## src/rtl/serial_word_feeder.sv

```systemverilog
`default_nettype none
// ============================================================================
// Module      : serial_word_feeder
// Description : Parallel-to-serial feeder, LSB first, with a one-word holding
//               register so consecutive words stream without idle cycles.
// Revision    : 1.0 - initial release
// ============================================================================
module serial_word_feeder #(
    parameter int WIDTH = 8
) (
    input  logic             t_clk,
    input  logic             r,
    input  logic [WIDTH-1:0] in_data,
    input  logic             in_valid,
    output logic             in_ready,
    output logic             ser_i,
    output logic             ser_r,
    output logic             ser_valid,
    output logic             ser_last
);

    localparam int CNT_W = $clog2(WIDTH);
    localparam logic [CNT_W-1:0] c_CNT_LAST   = CNT_W'(WIDTH - 1);
    localparam logic [CNT_W-1:0] c_CNT_PENULT = CNT_W'(WIDTH - 2);
    localparam logic [CNT_W-1:0] c_CNT_ONE    = CNT_W'(1);

    localparam logic [0:0] c_ST_IDLE  = 1'b0;
    localparam logic [0:0] c_ST_SHIFT = 1'b1;

    logic [0:0]       r_state;
    logic [CNT_W-1:0] r_cnt;
    logic [WIDTH-1:0] r_hold;
    logic             r_hold_full;
    logic [WIDTH-1:0] r_sreg;
    logic             r_ser_i;
    logic             r_ser_r;
    logic             r_ser_valid;
    logic             r_ser_last;

    logic w_last_bit;
    logic w_load;
    logic w_accept;

    assign w_last_bit = (r_state == c_ST_SHIFT) && (r_cnt == c_CNT_LAST);
    // Loading on the last-bit edge is what removes the gap between words.
    assign w_load     = r_hold_full && ((r_state == c_ST_IDLE) || w_last_bit);
    // Accept and load are exclusive: accept needs the holding register empty.
    assign w_accept   = in_valid && !r_hold_full;

    always_ff @(posedge t_clk) begin
        if (r) begin
            r_state     <= c_ST_IDLE;
            r_cnt       <= '0;
            r_hold      <= '0;
            r_hold_full <= 1'b0;
            r_sreg      <= '0;
            r_ser_i     <= 1'b0;
            r_ser_r     <= 1'b0;
            r_ser_valid <= 1'b0;
            r_ser_last  <= 1'b0;
        end else begin
            if (w_accept) begin
                r_hold      <= in_data;
                r_hold_full <= 1'b1;
            end else if (w_load) begin
                r_hold_full <= 1'b0;
            end

            if (w_load) begin
                r_ser_i     <= r_hold[0];
                r_ser_r     <= 1'b1;
                r_ser_valid <= 1'b1;
                r_ser_last  <= 1'b0;
                r_sreg      <= r_hold >> 1;
                r_cnt       <= '0;
                r_state     <= c_ST_SHIFT;
            end else if (r_state == c_ST_SHIFT) begin
                if (r_cnt != c_CNT_LAST) begin
                    r_ser_i     <= r_sreg[0];
                    r_sreg      <= r_sreg >> 1;
                    r_cnt       <= r_cnt + c_CNT_ONE;
                    r_ser_r     <= 1'b0;
                    r_ser_last  <= (r_cnt == c_CNT_PENULT);
                end else begin
                    r_state     <= c_ST_IDLE;
                    r_ser_i     <= 1'b0;
                    r_ser_r     <= 1'b0;
                    r_ser_valid <= 1'b0;
                    r_ser_last  <= 1'b0;
                end
            end
        end
    end

    assign in_ready  = ~r_hold_full;
    assign ser_i     = r_ser_i;
    assign ser_r     = r_ser_r;
    assign ser_valid = r_ser_valid;
    assign ser_last  = r_ser_last;

endmodule
`default_nettype wire
```

## config.mk

```make
export PLATFORM = sky130hd
export DESIGN_NAME = serial_word_feeder
export DESIGN_NICKNAME = d
export VERILOG_FILES = /design/src/rtl/serial_word_feeder.sv
export SDC_FILE = /design/constraint.sdc
export NUM_CORES = 1
export LEC_CHECK = 0
export ABC_CLOCK_PERIOD_IN_PS = 1900
export CORE_UTILIZATION = 54
export CTS_BUF_LIST = sky130_fd_sc_hd__clkbuf_8
export DETAILED_ROUTE_END_ITERATION = 12
export PLACE_DENSITY = 0.8
export SYNTH_ARGS = -nofsm -noshare
export SYNTH_HDL_FRONTEND = slang
export SYNTH_SLANG_ARGS = --single-unit
```

## constraint.sdc

```tcl
create_clock -name t_clk -period 1.9 [get_ports t_clk]
set_clock_uncertainty 0.1 [all_clocks]
set_input_delay 0.19 -clock t_clk [delete_from_list [all_inputs] [get_ports t_clk]]
set_output_delay 0.19 -clock t_clk [all_outputs]
set_load 0.005 [all_outputs]
```

# Word level (Yosys, flattened, before mapping)
# Index checks and enable logic that the tools add are counted.
dict set report word_totals {
  ff_bits 24
  latch_bits 0
  ram_bits 0
  rom_bits 0
  in_bits 11
  out_inout_bits 5
  word_cells 45
  n_memories 0
}
dict set report op_classes {
  addsub 1
  mul 0
  div 0
  order_cmp 0
  eq_ne 4
  shifts 0
  mux 17
  bitwise_logic 2
  reduce_logical 12
}
# cell count
set ops {}
lappend ops {{$mux 7} 3}
lappend ops {{$mux 1} 14}
lappend ops {{$eq 3x3->1 const B} 2}
lappend ops {{$reduce_and 2->1} 3}
lappend ops {{$reduce_bool 2->1} 3}
lappend ops {{$add 3x1->3 const B} 1}
lappend ops {{$logic_and 1x1->1} 3}
lappend ops {{$ne 3x3->1 const B} 1}
lappend ops {{$ne 2x2->1 const B} 1}
lappend ops {{$not 1->1} 2}
lappend ops {{$reduce_or 2->1} 1}
lappend ops {{$logic_not 1->1} 1}
lappend ops {{$logic_or 1x1->1} 1}

# Logic depth before layout (Yosys ltp)
dict set report depth {
  depth_word 6
  mapped_depth 7
  mapped_depth_nobuf 5
}

# Worst setup path after synthesis
# No wires, ideal clock.
dict set report synth_timing {
  path_type {register -> register}
  startpoint {reg r_cnt[0]}
  endpoint {reg r_cnt[1]}
  setup_time_ps 132
  t_arrival_ps 1232
  required_ps 1668
  slack_ps 436
  path_stages_with_launch 8
  path_buffers 2
  period_less_slack_ps 1464
  cell_sequence {dfxtp_1 -> ha_1 -> ha_1 -> nand2b_1 -> buf_6 -> buf_12 -> nand3_2 -> a21oi_2}
}
dict set report synth_via {
  elab_chain_len 5
  word_cells_on_any_way 8
  classes_between {add/sub: 1; eq/ne: 2; reduce/logical: 5}
}
# element line_no
set synth_rtl {}
lappend synth_rtl {{start: declaration} 31} ;# logic [CNT_W-1:0] r_cnt;
lappend synth_rtl {{start signal: assignment} 81} ;# r_cnt <= r_cnt + c_CNT_ONE;
lappend synth_rtl {{$eq 3x3->1} 44} ;# assign w_last_bit = (r_state == c_ST_SHIFT) && (r_cnt == c_CNT_LAST);
lappend synth_rtl {{$logic_and 1x1->1} 44}
lappend synth_rtl {{$logic_or 1x1->1} 46} ;# assign w_load = r_hold_full && ((r_state == c_ST_IDLE) || w_last_bit);
lappend synth_rtl {{$logic_and 1x1->1} 46}
lappend synth_rtl {{$reduce_or 2->1 (no line)} n/a}
# Parallel ways exist; a longest one is shown, timed or not.
# A chain may end at the register's enable or synchronous reset.

# Worst setup path in the final report
dict set report layout_timing {
  startpoint {reg r_cnt[1]}
  endpoint {reg r_sreg[2]}
}
dict set report layout_via {
  elab_chain_len 6
  word_cells_on_any_way 9
  classes_between {eq/ne: 2; mux: 1; reduce/logical: 6}
}
# element line_no
set layout_rtl {}
lappend layout_rtl {{$eq 3x3->1} 44}
lappend layout_rtl {{$logic_and 1x1->1} 44}
lappend layout_rtl {{$logic_or 1x1->1} 46}
lappend layout_rtl {{$logic_and 1x1->1} 46}
lappend layout_rtl {{$reduce_bool 2->1 (no line)} n/a}
lappend layout_rtl {{$reduce_and 2->1 (no line)} n/a}
lappend layout_rtl {{end signal: assignment} 74} ;# r_sreg <= r_hold >> 1;
lappend layout_rtl {{end signal: assignment} 80} ;# r_sreg <= r_sreg >> 1;
lappend layout_rtl {{end: declaration} 34} ;# logic [WIDTH-1:0] r_sreg;
# Parallel ways exist; a longest one is shown, timed or not.

==> results.yml <==
detailed_routing:
  drt_first_iter_violations: 12
  detail_route.first_pass.iterations: 4
  detailed_route_vias_per_instance: 5.19
  wl_per_cell_um: 12.8
  wl_mm: 1.92
  detailroute.via_count: 779
  detail_route.drc_violations: 0
  route.antenna.remaining_nets: 0
sta:
  post-route-min-period_ns: 1.55
  setup-tns-final_ns: 0
  max_freq_ghz: 0.644
  max_slew_margin_pct: 78.6
  timing.final.setup_violations: 0
  max_slew.worst_pin.slew_ns: 0.321
  period_share_pct: 81.7
  rsz_0062_raised_after_global_routing: "false"
  maxSlewViolCount: 0
  hold_violations: 0
synthesis:
  synth.cell_area_sq_um: 1060
  ys_seq_elements: 24
  synth_fp_nets: 124
  postSynthAreaPerCell_sq_um: 9.63
  seq_area_frac_synth_pct: 45.3
  netlist-cell-type-count: 25
  synthesis_warning_total: 0
  syn-instance-count: 110
die:
  start_util_pct: 59.4
  floorplan.core_area_sq_um: 1780
  area_of_the_die_sq_um: 2140
  top_level_ports: 16
  die_h_um: 46.3
  num_rows: 15
  die_w_um: 46.3
critical_path:
  critPathTopFamily: "flip-flops"
  critical_path.cell_chain: "ha_1 > ha_1 > nand2b_1 > buf_4 > nor2_1 > a211oi_2"
  rr_worst_depth: 6
  startpoint_type: "register"
  regToRegStartpoint: "r_cnt[1]$_SDFFE_PP0P_"
  worst_reg2reg_endpoint: "r_sreg[2]$_SDFFE_PP0P_"
  critical_path.endpoint_type: "register"
  worst_setup_path_endpoint: "r_sreg[2]$_SDFFE_PP0P_"
  cpMostUsedCell: "ha_1"
  critical-path-max-stage-delay_ns: 0.38
  worstPathBufferInverterCount: 1
  worst_setup_path_start: "r_cnt[1]$_SDFFE_PP0P_"
  timing.critical_path.required_ns: 1.98
  worstPathArrival_ns: 1.63
  worst-path-stages: 6
  crit_path_max_fanout: 17
  regToRegSetupSlack_ns: 0.35
  crit_type: "register to register"
  critical_path.slowest_cell: "dfxtp_1"
cells_and_area:
  final_net_count: 141
  mostFrequentLayoutCell: "dfxtp_1"
  final_cell_area_sq_um: 1250
  layout_common_cells: "dfxtp_1, nand2_1, clkdlybuf4s50_1"
  final_util_pct: 70.0
  syn2layout_area_growth_pct: 17.7
  share_of_cells_above_drive_strength_1_pct: 16.8
  diode_count: 0
place:
  placed_area_sq_um: 1210
  routabilityCongestion: 0.716
  numPortBuffers: 15
  dp_hpwl_mm: 1.31
power:
  total_chip_power_uw: 989
  power_per_unit_of_standard_cell_area_nw_per_um2: 793
  peakVddDrop_v: 0.000614
  leakagePower_uw: 0.000460
clock_network:
  post_cts_sizing_count: 0
  cts_max_path_buffers: 2
  clock_tree_from_tritoncts: "yes"
  cts.sinks: 24
  post-cts-setup-buffer-count: 0
  cts_hold_buf: 0
  cts_inserted_buffers: 3
  clkTransAtPathRegs_ns: 0.08
  clk_latency_ns: 0.26
  cell_chosen_for_the_clock_root: "clkbuf_8"
  cts_htree_levels: 1
global_routing:
  grt_start_max_net_pins: 25
  grt_pass1_vias: 646
  grt_antenna_before_repair: 0
  global_route.usage.total_pct: 18.8
  overflow: 0
  grt_pass1_wl_mm: 2.81
run_status:
  outcome: "finished, final reports clean"
worst_hold_path:
  hold_class: "register to register"
flow_run:
  drv.max_cap_violation_count: 0
==> synthesized netlist by cell type (all sizes together) <==
cell type | count | area, sq um
dfxtp | 24 | 480
nand2 | 19 | 71.3
a21oi | 17 | 96.4
nor2 | 8 | 30.0
buf | 7 | 68.8
mux2i | 7 | 70.1
a211oi | 6 | 75.1
nand2b | 4 | 25.0
nand3 | 4 | 35.0
ha | 3 | 37.5
inv | 2 | 7.50
a311oi | 1 | 8.76
and2b | 1 | 7.51
clkbuf | 1 | 3.75
nand3b | 1 | 7.51
nand4b | 1 | 8.76
nor2b | 1 | 6.26
nor3 | 1 | 5.00
nor3b | 1 | 7.51
o21bai | 1 | 7.51
==> area by class of cell <==
type	count	area, sq um
multi-input cells	76	499
repair buffers	20	188
well taps	25	31.3
fillers	150	536
flip-flops and latches	24	480
inverters	2	7.51
clock buffers	3	41.3
==> worst min path at each step <==
stage / startpoint / endpoint / slack (ns) / cells past startpoint
2_1_floorplan: r / r_sreg[0]$_SDFFE_PP0P_ / 0.15 / 1
3_3_place_gp: r_hold[1]$_SDFFE_PP0P_ / r_hold[1]$_SDFFE_PP0P_ / 0.35 / 2
3_5_place_dp: r_hold[4]$_SDFFE_PP0P_ / r_hold[4]$_SDFFE_PP0P_ / 0.35 / 2
4_1_cts: r_hold[4]$_SDFFE_PP0P_ / r_hold[4]$_SDFFE_PP0P_ / 0.36 / 2
5_1_grt: in_data[4] / r_hold[4]$_SDFFE_PP0P_ / 0.38 / 3
6_report: r_hold[4]$_SDFFE_PP0P_ / r_hold[4]$_SDFFE_PP0P_ / 0.36 / 2
==> registers in the layout (all words and copies together) (netlist names) <==
register / cells
r_cnt: 3
r_hold: 8
r_hold_full: 1
r_sreg: 7
r_state: 1
ser_i: 1
ser_last: 1
ser_r: 1
ser_valid: 1
==> power breakdown <==
| group | total (uW) | internal, uW | leakage, uW | switching [uW] |
|---|---|---|---|---|
| combinational | 147 | 73.4 | 0.000242 | 73.3 |
| sequential | 554 | 534 | 0.000197 | 20.3 |
| clock | 288 | 141 | 0.0000216 | 147 |
| total | 989 | 749 | 0.000460 | 240 |
==> per-stage QoR <==
stage	cells	setup WS, ns	hold slack (ns)
after global routing	150	0.215	0.385
after CTS	150	0.338	0.363
after detailed placement	147	0.350	0.352
after floorplan	110	0.436	0.155
after global placement	147	0.419	0.346
final	150	0.348	0.362
==> kinds of logic (layout without fill, tap and decap cells) <==
group,count (synthesis),after routing,share of synthesized area (%)
AOI/OAI and AO/OA,25,25,17.7
adders and majority gates,3,3,3.54
buffers and inverters,10,25,7.55
DFF,24,24,45.3
muxes,7,7,6.61
and+or+nand+nor,41,41,19.2
==> routing by layer <==
layer  track usage, %  wire (um)
met5                0          0
met4             3.53          4
met3             5.88         64
met2             30.0        903
met1             25.0        943
==> worst reg2reg max path, cell delays in order (launching register included) <==
cell and delay (ns):
dfxtp_1 0.38, ha_1 0.17, ha_1 0.19, nand2b_1 0.11
buf_4 0.24, nor2_1 0.08, a211oi_2 0.20
(Power assumes the default switching activity.)
